<file path="src/rtl/seg_glyph_pkg.sv">
// Shared glyph codes, segment patterns and scroll-step frame table for the
// HAPPY scroller readback path.
package seg_glyph_pkg;

  // Active-low segment patterns, bit7 is the (always off) decimal point
  localparam logic [7:0] SEG_BLANK = 8'hFF;
  localparam logic [7:0] SEG_H     = 8'h89;
  localparam logic [7:0] SEG_A     = 8'h88;
  localparam logic [7:0] SEG_P     = 8'h8C;
  localparam logic [7:0] SEG_Y     = 8'h91;

  typedef enum logic [2:0] {
    GLYPH_BLANK = 3'd0,
    GLYPH_H     = 3'd1,
    GLYPH_A     = 3'd2,
    GLYPH_P     = 3'd3,
    GLYPH_Y     = 3'd4,
    GLYPH_UNK   = 3'd7
  } glyph_e;

  typedef enum logic [1:0] {
    ST_IDLE   = 2'd0,
    ST_TRACK  = 2'd1,
    ST_LOCKED = 2'd2
  } lock_state_e;

  localparam logic [3:0] STEP_NONE = 4'd15;
  localparam int         NUM_STEPS = 10;

  // Glyph string per scroll step, packed HEX4 (bits 14:12) down to HEX0 (bits 2:0)
  localparam logic [14:0] STEP_FRAME [NUM_STEPS] = '{
    {GLYPH_BLANK, GLYPH_BLANK, GLYPH_BLANK, GLYPH_BLANK, GLYPH_BLANK},
    {GLYPH_Y,     GLYPH_BLANK, GLYPH_BLANK, GLYPH_BLANK, GLYPH_BLANK},
    {GLYPH_P,     GLYPH_Y,     GLYPH_BLANK, GLYPH_BLANK, GLYPH_BLANK},
    {GLYPH_P,     GLYPH_P,     GLYPH_Y,     GLYPH_BLANK, GLYPH_BLANK},
    {GLYPH_A,     GLYPH_P,     GLYPH_P,     GLYPH_Y,     GLYPH_BLANK},
    {GLYPH_H,     GLYPH_A,     GLYPH_P,     GLYPH_P,     GLYPH_Y    },
    {GLYPH_BLANK, GLYPH_H,     GLYPH_A,     GLYPH_P,     GLYPH_P    },
    {GLYPH_BLANK, GLYPH_BLANK, GLYPH_H,     GLYPH_A,     GLYPH_P    },
    {GLYPH_BLANK, GLYPH_BLANK, GLYPH_BLANK, GLYPH_H,     GLYPH_A    },
    {GLYPH_BLANK, GLYPH_BLANK, GLYPH_BLANK, GLYPH_BLANK, GLYPH_H    }
  };

  // Next scroll step with 9 wrapping to 0
  function automatic logic [3:0] step_succ(input logic [3:0] s);
    return (s == 4'd9) ? 4'd0 : (s + 4'd1);
  endfunction

endpackage

</file>
<file path="src/rtl/seg_glyph_decode.sv">
// Combinational lookup from one active-low segment code to a glyph code.
module seg_glyph_decode
  import seg_glyph_pkg::*;
(
  input  logic [7:0] seg,
  output glyph_e     glyph
);

  // Map the five legal patterns, everything else is unknown
  always_comb begin
    glyph = GLYPH_UNK;
    case (seg)
      SEG_BLANK: glyph = GLYPH_BLANK;
      SEG_H:     glyph = GLYPH_H;
      SEG_A:     glyph = GLYPH_A;
      SEG_P:     glyph = GLYPH_P;
      SEG_Y:     glyph = GLYPH_Y;
      default:   glyph = GLYPH_UNK;
    endcase
  end

endmodule

</file>
<file path="src/rtl/seg_frame_decoder.sv">
// Readback decoder for the five-digit HAPPY scroller: captures a frame,
// decodes the glyphs, recovers the scroll step and tracks lock.
module seg_frame_decoder
  import seg_glyph_pkg::*;
#(
  parameter int LOCK_FRAMES = 3,
  parameter int ERR_STICKY  = 0
) (
  input  logic       CLOCK_50,
  input  logic       RST_N,
  input  logic       FRAME_VALID,
  input  logic [7:0] HEX0,
  input  logic [7:0] HEX1,
  input  logic [7:0] HEX2,
  input  logic [7:0] HEX3,
  input  logic [7:0] HEX4,
  output logic [2:0] CHAR0,
  output logic [2:0] CHAR1,
  output logic [2:0] CHAR2,
  output logic [2:0] CHAR3,
  output logic [2:0] CHAR4,
  output logic [3:0] STEP_OUT,
  output logic       STEP_VALID,
  output logic       LOCKED,
  output logic       ERR
);

  localparam logic [3:0] LOCK_MAX = 4'(LOCK_FRAMES);

  logic [7:0]     hex_r [5];
  logic           s1_valid_r;
  glyph_e         glyph_s [5];
  logic [14:0]    frame_s;
  logic           any_unk_s;
  logic [9:0]     hit_s;
  logic [3:0]     step_s;
  logic           bad_s;
  logic           adv_s;
  logic [2:0]     char_r [5];
  logic [3:0]     step_out_r;
  logic           step_valid_r;
  lock_state_e    state_r;
  logic [3:0]     prev_r;
  logic [3:0]     cnt_r;
  logic           locked_r;
  logic           err_r;

  // Stage 1: capture the frame only when the writer flags it valid
  always_ff @(posedge CLOCK_50 or negedge RST_N) begin
    if (!RST_N) begin
      for (int i = 0; i < 5; i++) hex_r[i] <= SEG_BLANK;
      s1_valid_r <= 1'b0;
    end else begin
      s1_valid_r <= FRAME_VALID;
      if (FRAME_VALID) begin
        hex_r[0] <= HEX0;
        hex_r[1] <= HEX1;
        hex_r[2] <= HEX2;
        hex_r[3] <= HEX3;
        hex_r[4] <= HEX4;
      end
    end
  end

  for (genvar gi = 0; gi < 5; gi++) begin : g_dec
    seg_glyph_decode u_dec (
      .seg   (hex_r[gi]),
      .glyph (glyph_s[gi])
    );
  end

  assign frame_s   = {glyph_s[4], glyph_s[3], glyph_s[2], glyph_s[1], glyph_s[0]};
  assign any_unk_s = (glyph_s[0] == GLYPH_UNK) || (glyph_s[1] == GLYPH_UNK) ||
                     (glyph_s[2] == GLYPH_UNK) || (glyph_s[3] == GLYPH_UNK) ||
                     (glyph_s[4] == GLYPH_UNK);

  // Compare the decoded frame against every step pattern in parallel
  always_comb begin
    hit_s = 10'd0;
    for (int i = 0; i < NUM_STEPS; i++) hit_s[i] = (frame_s == STEP_FRAME[i]);
  end

  // Turn the one-hot hit vector into a step number; no or multiple hits means no match
  always_comb begin
    step_s = STEP_NONE;
    if (any_unk_s) begin
      step_s = STEP_NONE;
    end else begin
      case (hit_s)
        10'b00_0000_0001: step_s = 4'd0;
        10'b00_0000_0010: step_s = 4'd1;
        10'b00_0000_0100: step_s = 4'd2;
        10'b00_0000_1000: step_s = 4'd3;
        10'b00_0001_0000: step_s = 4'd4;
        10'b00_0010_0000: step_s = 4'd5;
        10'b00_0100_0000: step_s = 4'd6;
        10'b00_1000_0000: step_s = 4'd7;
        10'b01_0000_0000: step_s = 4'd8;
        10'b10_0000_0000: step_s = 4'd9;
        default:          step_s = STEP_NONE;
      endcase
    end
  end

  assign bad_s = (step_s == STEP_NONE);
  assign adv_s = (step_s == step_succ(prev_r));

  // Stage 2: publish decoded glyphs and step together with a one-cycle strobe
  always_ff @(posedge CLOCK_50 or negedge RST_N) begin
    if (!RST_N) begin
      for (int i = 0; i < 5; i++) char_r[i] <= 3'd0;
      step_out_r   <= 4'd0;
      step_valid_r <= 1'b0;
    end else begin
      step_valid_r <= s1_valid_r;
      if (s1_valid_r) begin
        for (int i = 0; i < 5; i++) char_r[i] <= glyph_s[i];
        step_out_r <= step_s;
      end
    end
  end

  // Lock FSM and error flag, updated alongside each published frame
  always_ff @(posedge CLOCK_50 or negedge RST_N) begin
    if (!RST_N) begin
      state_r  <= ST_IDLE;
      prev_r   <= 4'd0;
      cnt_r    <= 4'd0;
      locked_r <= 1'b0;
      err_r    <= 1'b0;
    end else if (s1_valid_r) begin
      if (bad_s) begin
        state_r  <= ST_IDLE;
        cnt_r    <= 4'd0;
        locked_r <= 1'b0;
        err_r    <= 1'b1;
      end else begin
        err_r <= (ERR_STICKY != 0) ? err_r : 1'b0;
        case (state_r)
          ST_IDLE: begin
            prev_r   <= step_s;
            cnt_r    <= 4'd0;
            locked_r <= 1'b0;
            state_r  <= ST_TRACK;
          end
          ST_TRACK: begin
            prev_r <= step_s;
            if (step_s == prev_r) begin
              cnt_r <= cnt_r;
            end else if (adv_s) begin
              if ((cnt_r + 4'd1) >= LOCK_MAX) begin
                cnt_r    <= LOCK_MAX;
                locked_r <= 1'b1;
                state_r  <= ST_LOCKED;
              end else begin
                cnt_r <= cnt_r + 4'd1;
              end
            end else begin
              cnt_r <= 4'd0;
            end
          end
          ST_LOCKED: begin
            prev_r <= step_s;
            if (!((step_s == prev_r) || adv_s)) begin
              locked_r <= 1'b0;
              cnt_r    <= 4'd0;
              state_r  <= ST_TRACK;
            end
          end
          default: begin
            state_r  <= ST_IDLE;
            cnt_r    <= 4'd0;
            locked_r <= 1'b0;
          end
        endcase
      end
    end else begin
      err_r <= (ERR_STICKY != 0) ? err_r : 1'b0;
    end
  end

  assign CHAR0      = char_r[0];
  assign CHAR1      = char_r[1];
  assign CHAR2      = char_r[2];
  assign CHAR3      = char_r[3];
  assign CHAR4      = char_r[4];
  assign STEP_OUT   = step_out_r;
  assign STEP_VALID = step_valid_r;
  assign LOCKED     = locked_r;
  assign ERR        = err_r;

endmodule
</file>
<file path="config.mk">
export PLATFORM = sky130hd
export DESIGN_NAME = seg_frame_decoder
export DESIGN_NICKNAME = d
export VERILOG_FILES = /design/src/rtl/seg_glyph_pkg.sv /design/src/rtl/seg_glyph_decode.sv /design/src/rtl/seg_frame_decoder.sv
export SDC_FILE = /design/constraint.sdc
export NUM_CORES = 1
export LEC_CHECK = 0
export ABC_AREA = 1
export BUFFER_PORTS_ARGS = -buffer_cell sky130_fd_sc_hd__buf_4
export CAP_MARGIN = 20
export CORE_ASPECT_RATIO = 0.5
export CORE_MARGIN = 1
export CORE_UTILIZATION = 60
export DETAILED_ROUTE_END_ITERATION = 8
export GPL_TIMING_DRIVEN = 1
export MAX_ROUTING_LAYER = met4
export PLACE_DENSITY = 0.88
export SLEW_MARGIN = 20
export SYNTH_ARGS = -nofsm -noshare
export SYNTH_HDL_FRONTEND = slang
export SYNTH_HIERARCHICAL = 1
export SYNTH_SLANG_ARGS = --single-unit
</file>
<file path="constraint.sdc">
create_clock -name CLOCK_50 -period 7.4 [get_ports CLOCK_50]
set_input_delay 1.48 -clock CLOCK_50 [delete_from_list [all_inputs] [get_ports CLOCK_50]]
set_output_delay 1.48 -clock CLOCK_50 [all_outputs]
set_load 0.01 [all_outputs]
</file>
Word-level counts from Yosys, hierarchy flattened:

Cells that the tools add are included.

* magnitude comparators: 1
* equal/unequal tests: 59
* div/mod/pow operators: 0
* shift operators: 0
* $mul: 0
* mux-type cells: 28
* add/subtract/negate cells: 2
* reductions and logical operators: 11
* bitwise gates (word level): 1

Operators by type and width (number)
* 8-bit equality test (second input constant): 25
* 3-bit case mux with 5 select lines: 5
* 15-bit by 14-bit equality test with 1-bit output (second input constant): 3
* 4-bit case mux with 10 select lines: 1
* 4-bit two-way mux: 7
* 15-bit by 1-bit equality test with 1-bit output (second input constant): 1
* 15-bit by 10-bit equality test with 1-bit output (second input constant): 1
* 15-bit by 13-bit equality test with 1-bit output (second input constant): 1
* 15-bit equality test (second input constant): 1
* 15-bit by 4-bit equality test with 1-bit output (second input constant): 1
* 15-bit by 7-bit equality test with 1-bit output (second input constant): 1
* 3-bit equality test (second input constant): 5
* 15-bit zero test: 1
* 3-bit != test (second input constant): 4
* 10-bit by 1-bit equality test with 1-bit output (second input constant): 1
* 10-bit equality test (second input constant): 1
* 10-bit by 2-bit equality test with 1-bit output (second input constant): 1
* 10-bit by 3-bit equality test with 1-bit output (second input constant): 1
* 10-bit by 4-bit equality test with 1-bit output (second input constant): 1
* 10-bit by 5-bit equality test with 1-bit output (second input constant): 1
* 10-bit by 6-bit equality test with 1-bit output (second input constant): 1
* 10-bit by 7-bit equality test with 1-bit output (second input constant): 1
* 10-bit by 8-bit equality test with 1-bit output (second input constant): 1
* 10-bit by 9-bit equality test with 1-bit output (second input constant): 1
* 17 further kinds: 35

* memory bits (read-only): 0
* RAM bits: 0
* register bits after elaboration: 73
* bits of input ports: 43
* output and inout bits: 22
* bits in latches: 0
* memories kept: 0
* word-level logic and storage cells: 120

Depth between registers and ports, before layout:

* depth after elaboration: 13
* gate-level depth with buffers: 23
* gate-level depth less buffers: 23

Hierarchy:

The synthesis kept the hierarchy.

By module, submodules not included
* seg_frame_decoder: cells each 372, sequential area each 1876.8 um2, area each 3514.6 um2, times used 1
* seg_glyph_decode: cells each 36, sequential area each 0.0 um2, area each 168.9 um2, times used 5

Least setup slack after synthesis:

Ideal clock, no wire load.

* kind: reg-to-reg
* from: register hex_r[39] (netlist name)
* to: register locked_r (netlist: LOCKED)
* buffers on the path: 0
* data required time: 7.282 ns
* stages on the path, launching flop included: 22
* setup time: 0.118 ns
* setup slack: 4.990 ns
* arrival time: 2.291 ns
* clock period less this slack: 2.410 ns
* cells stage by stage: dfstp_2 nand2_2 nor2_1 nand2_2 nand4_2 nand2_1 nor2_2 nand2_2 nor2_4 nand2_1 nand2_2 nor2_1 nand2_4 nand2_2 nand2_1 nand2_1 nand3_1 nand2_1 nand2_2 nand3_1 nand2_1 nand2_1

* word-level cells in the longest chain between the ends: 12
* elaborated cells between the ends (all ways): 43
* classes of those cells: 32 x eq/ne; 4 x mux; 7 x reduce/logical

RTL lines
* start: declaration: line seg_frame_decoder.sv:30 `logic [7:0] hex_r [5];`
* 8-bit equality test: line seg_glyph_decode.sv:12 `case (seg)`
* 3-bit case mux with 5 select lines (*): line seg_glyph_decode.sv:12
* named net frame_s[1]: line seg_frame_decoder.sv:33 `logic [14:0] frame_s;`
* branches (longest 5 deep; another with 15-bit equality test)
* 4-bit two-way mux (*): line seg_frame_decoder.sv:86 `if (any_unk_s) begin`
* 4-bit equality test (on tied branches): line seg_frame_decoder.sv:148, seg_frame_decoder.sv:164, seg_frame_decoder.sv:106
* 1-bit logical OR: line seg_frame_decoder.sv:164 `if (!((step_s == prev_r) || adv_s)) begin`
* 3-bit != test (no line)
* 5-bit AND reduction (no line)
* end signal: assignment: line seg_frame_decoder.sv:153 `locked_r <= 1'b1;`
* end signal: assignment: line seg_frame_decoder.sv:165 `locked_r <= 1'b0;`
* end signal: assignment: line seg_frame_decoder.sv:173 `locked_r <= 1'b0;`
* end: declaration: line seg_frame_decoder.sv:45 `logic locked_r;`

Mark *: on every way through the listed nets, which the timed path passes.
A chain may end at the register's enable or synchronous reset.

Final worst setup path:

* from: register hex_r[10] (netlist name)
* to: register cnt_r[1]

* word-level cells in the longest chain between the ends: 11
* elaborated cells between the ends (all ways): 42
* classes of those cells: 30 x eq/ne; 7 x mux; 5 x reduce/logical

RTL lines
* 8-bit equality test: line seg_glyph_decode.sv:12
* 3-bit case mux with 5 select lines (*): line seg_glyph_decode.sv:12
* named net frame_s[11]: line seg_frame_decoder.sv:33
* 15-bit equality test (tied with other cells): line seg_frame_decoder.sv:80 `for (int i = 0; i < NUM_STEPS; i++) hit_s[i] = (frame_s == STEP_FRAME[i]);`
* 10-bit equality test (tied with other cells): line seg_frame_decoder.sv:89 `case (hit_s)`
* 4-bit case mux with 10 select lines or 1-bit logical OR (tied branches): line seg_frame_decoder.sv:89, seg_frame_decoder.sv:74
* 4-bit two-way mux (*): line seg_frame_decoder.sv:86
* 4-bit equality test: line seg_frame_decoder.sv:106 `assign adv_s = (step_s == step_succ(prev_r));`
* 4-bit two-way mux: line seg_frame_decoder.sv:150 `end else if (adv_s) begin`
* 4-bit two-way mux: line seg_frame_decoder.sv:148 `if (step_s == prev_r) begin`
* 4-bit case mux with 2 select lines: line seg_frame_decoder.sv:139 `case (state_r)`
* 4-bit two-way mux: line seg_frame_decoder.sv:132 `if (bad_s) begin`
* end signal: assignment: line seg_frame_decoder.sv:149 `cnt_r <= cnt_r;`
* end signal: assignment: line seg_frame_decoder.sv:156 `cnt_r <= cnt_r + 4'd1;`
* end: declaration: line seg_frame_decoder.sv:44 `logic [3:0] cnt_r;`

The timed path passes the listed nets; every way through them passes the cells marked *. The select of a mux whose other input is x is not followed.

==> results.env <==
CP_DATA_ARRIVAL_TIME_NS=3.09
CRITPATHMAXSTAGEDELAY_NS=0.55
CTS_SETUP_BUFFERS=0
DIE_HEIGHT_UM=62.3
SYN-INSTANCE-COUNT=552
CAP_VIOL_MAX_COUNT=0
SHARE_OF_FINAL_LAYOUT_STANDARD_CELLS_STRONGER_THAN_DRIVE_STRENGTH_1=0.383
PLACED_CELL_AREA_MM2=0.00492
DIEWIDTH_UM=123
CLOCK_TREE_FROM_TRITONCTS='done'
DETAIL_ROUTE.FIRST_PASS.ITERATIONS=5
HP-START='CHAR0[2]$_DFFE_PN0P_'
FINAL-MAX-SLEW-VIOLATION-COUNT=0
RSZ0062_AT_GRT='false'
TOTALWIRELENGTH_UM=9000
FINAL_HOLD_VIOLS=0
FINALWORSTSETUPSLACK_NS=4.53
TIMING.CRITICAL_PATH.BUF_INV=0
ROUTABILITYCONGESTION=0.903
MAX_FREQ_MHz=349
DIE_AREA_MM2=0.00763
DRT_DRC_VIOLATIONS_LEFT=0
ANTENNADIODECOUNT=0
FINAL_SETUP_VIOLATION_COUNT=0
CLKTRANSATPATHREGS_NS=0.06
SYNTHDISTINCTLIBCELLS=27
WORSTMARGINPINSLEW_NS=0.971
VIAS_PER_CELL=5.14
CORE.ROWCOUNT=21
MAX-SLEW-MARGIN-REL=0.352
TCRIT_TCLK_FINAL=0.387
ANTENNA_FOUND_INITIAL=0
CLOCK_TREE.BUFFER_DEPTH=2
TIMING.SETUP.TNS_NS=0
GRT_MAX_DEGREE=74
CTS_SINKS=73
PATH_CELLS='nand2_1, nor2_1, nand2_2, nand4_2, nand2_1, nor2_1, nand2_2, nor2_1, nand2_2, nand3_2, nor2_4, nand2_4, nand2_2, nand2_1, nand2_1, nand3_1, nand2_1, nand2_2, nand2_4, nand2_1, o21ai_1'
LEADING_CELL_TYPE_IN_THE_LAYOUT_FILL_AND_TAPS_EXCLUDED='nand2_1'
FINISH.INSTANCE_AREA_MM2=0.00523
CRIT_TYPE='flop to flop'
TRITONCTS.NUM_BUFFERS=9
CRIT_PATH_START_KIND='flop'
CELLLEAKAGEPOWER_nW=2.55
DR_TOTAL_VIAS=3678
HOLDBUFCOUNTCTS=0
DETAIL_ROUTE.WL_PER_CELL_UM=12.6
GRT_FIRST_PASS_WIRELENGTH_UM=15800
CRIT_PATH_TOP_DELAY_CELL='dfstp_2'
IO_BUFFERS=64
FIRST_GLOBAL_VIAS=3523
FLOORPLAN.INITIALDENSITY=0.636
SYN_AVG_CELL_AREA_UM2=7.90
GRT_OVERFLOW=0
PATH_TYPE_OF_THE_WORST_MIN_DELAY_PATH='flop to flop'
REQUIRED_TIME_OF_THE_WORST_SETUP_PATH_NS=7.62
MIN_TO='CHAR0[2]$_DFFE_PN0P_'
SYN-CELL-AREA_MM2=0.00436
FINALCLOCKSKEW_NS=0.00779
YOSYSSEQAREASHARE=0.431
IRDROPWORSTVDD_mV=0.148
R2R_SETUP_SLACK_NS=4.53
HOLD-PATH-CELL-COUNT=2
LOGIC_DEPTH_OF_THE_WORST_REGISTER_TO_REGISTER_PATH=21
OUTCOME='finished, final reports clean'
MOSTFREQUENTLAYOUTCELLS='nand2_1 (162), nor2_1 (67), buf_4 (64)'
CLOCK-ROOT-BUFFER='clkbuf_16'
CRITICAL_PATH_PEAK_FANOUT=9
TOTAL_POWER_mW=1.05
POWER.DENSITY_CELL_AREA_mW_PER_MM2=201
REG2REG_TO='cnt_r[1]$_DFFE_PN0P_'
SYNTHESIS.YOSYS.WARNINGS=6
CRIT_PATH_FREQUENT_CELL='nand2_1'
CRITICAL_PATH.REG2REG.STARTPOINT='hex_r[10]$_DFFE_PN1P_'
DP_HPWL_UM=6580
FINALNETCOUNT=664
CRITICAL-PATH-TOP-DELAY-FAMILY='simple AND/OR/NAND/NOR gates'
CTS_REPAIR_RESIZE_COUNT=0
FINAL_CORE_UTIL=0.762
FILL_CELLS=467
MAPPEDNETLISTNETS=597
CRITPATHCAPTURETYPE='flop'
SYNTH_SEQ_CELLS=73
PLACEABLECOREAREA_MM2=0.00686
CTS_H_TREE_LVLS=3
AREA_GROWTH_PCT=19.9
DETAILEDPLACE.WORSTSLACK_NS=4.62
TRACK_USAGE=0.276
FINAL.MIN_CLOCK_PERIOD_NS=2.87
CLOCK_INSERTION_DELAY_WORST_SKEW_NS=0.34
IO-PIN-COUNT=65
INITIALDRTVIOLATIONCOUNT=305
POST_ROUTE_ANT_NETS=0
synth_stat cells (all sizes together):
| cell | instances | area share |
|---|---|---|
| a21oi | 1 | 0.0011 |
| a31oi | 1 | 0.0014 |
| buf | 3 | 0.0026 |
| clkbuf | 5 | 0.0043 |
| dfrtp | 33 | 0.19 |
| dfstp | 40 | 0.24 |
| ha | 2 | 0.0057 |
| inv | 74 | 0.064 |
| mux2 | 41 | 0.11 |
| nand2 | 198 | 0.19 |
| nand3 | 28 | 0.034 |
| nand3b | 1 | 0.0017 |
| nand4 | 10 | 0.022 |
| nor2 | 90 | 0.10 |
| nor3 | 2 | 0.0034 |
| o21ai | 20 | 0.023 |
| xnor2 | 2 | 0.0040 |
| xor2 | 1 | 0.0020 |
where the power goes:
group          leakage, nW  switching (mW)  internal [mW]  total (mW)
Combinational         1.59          0.0720         0.0641       0.136
Clock                0.150           0.168          0.271       0.439
Sequential           0.813          0.0261          0.447       0.473
stage by stage:
| stage | hold slack [ns] | std cells |
|---|---|---|
| final | 0.484 | 716 |
| after global routing | 0.502 | 716 |
| after CTS | 0.485 | 716 |
| after detailed placement | 0.470 | 700 |
| after global placement | 0.461 | 700 |
| after floorplan | 0.352 | 552 |
metal layers:
layer	global-route usage	vias to the layer above	routed length, µm
met5	-	-	0
met4	0.0869	0	150
met3	0.0763	20	504
met2	0.420	105	4310
met1	0.358	1707	4030
li1	-	1846	-
worst min-delay path, stage by stage, from the launching register on:
cell and delay [ns]:
dfrtp_1 0.35, nand2_1 0.05, nand2_1 0.05
flip-flops by register name (all words and copies together) (netlist names):
signal	cells
CHAR0	3
CHAR1	3
CHAR2	3
CHAR3	3
CHAR4	3
ERR	1
LOCKED	1
STEP_OUT	4
STEP_VALID	1
cnt_r	4
hex_r	40
prev_r	4
s1_valid_r	1
state_r	2
logic make-up after synthesis:
| logic type | count (synthesis) | synth area share |
|---|---|---|
| simple gates | 329 | 0.356 |
| buf+inv | 82 | 0.0706 |
| flops | 73 | 0.431 |
| mux | 41 | 0.106 |
| compound gates | 22 | 0.0255 |
| xor+xnor | 3 | 0.00603 |
| fa+ha+maj | 2 | 0.00574 |
how the worst max path moves through the flow:
stage	from	to	slack (ns)	depth (start not counted)
after global routing	hex_r[16]$_DFFE_PN1P_	cnt_r[1]$_DFFE_PN0P_	4.26	22
after CTS	hex_r[19]$_DFFE_PN1P_	cnt_r[1]$_DFFE_PN0P_	4.57	21
after global placement	hex_r[15]$_DFFE_PN1P_	LOCKED$_DFFE_PN0P_	4.71	21
final	hex_r[10]$_DFFE_PN1P_	cnt_r[1]$_DFFE_PN0P_	4.53	21
after detailed placement	hex_r[19]$_DFFE_PN1P_	cnt_r[1]$_DFFE_PN0P_	4.62	21
after floorplan	hex_r[39]$_DFFE_PN1P_	LOCKED$_DFFE_PN0P_	4.99	21
final cells by class:
type                            count  area (µm²)  area share
Clock buffer                       10         239      0.0457
Clock inverter                      6        63.8      0.0122
Inverter                           74         278      0.0531
Multi-Input combinational cell    397        2170       0.416
Sequential cell                    73        1880       0.359
Tap cell                           92         115      0.0220
Timing Repair Buffer               64         480      0.0919
(Power assumes the default switching activity.)
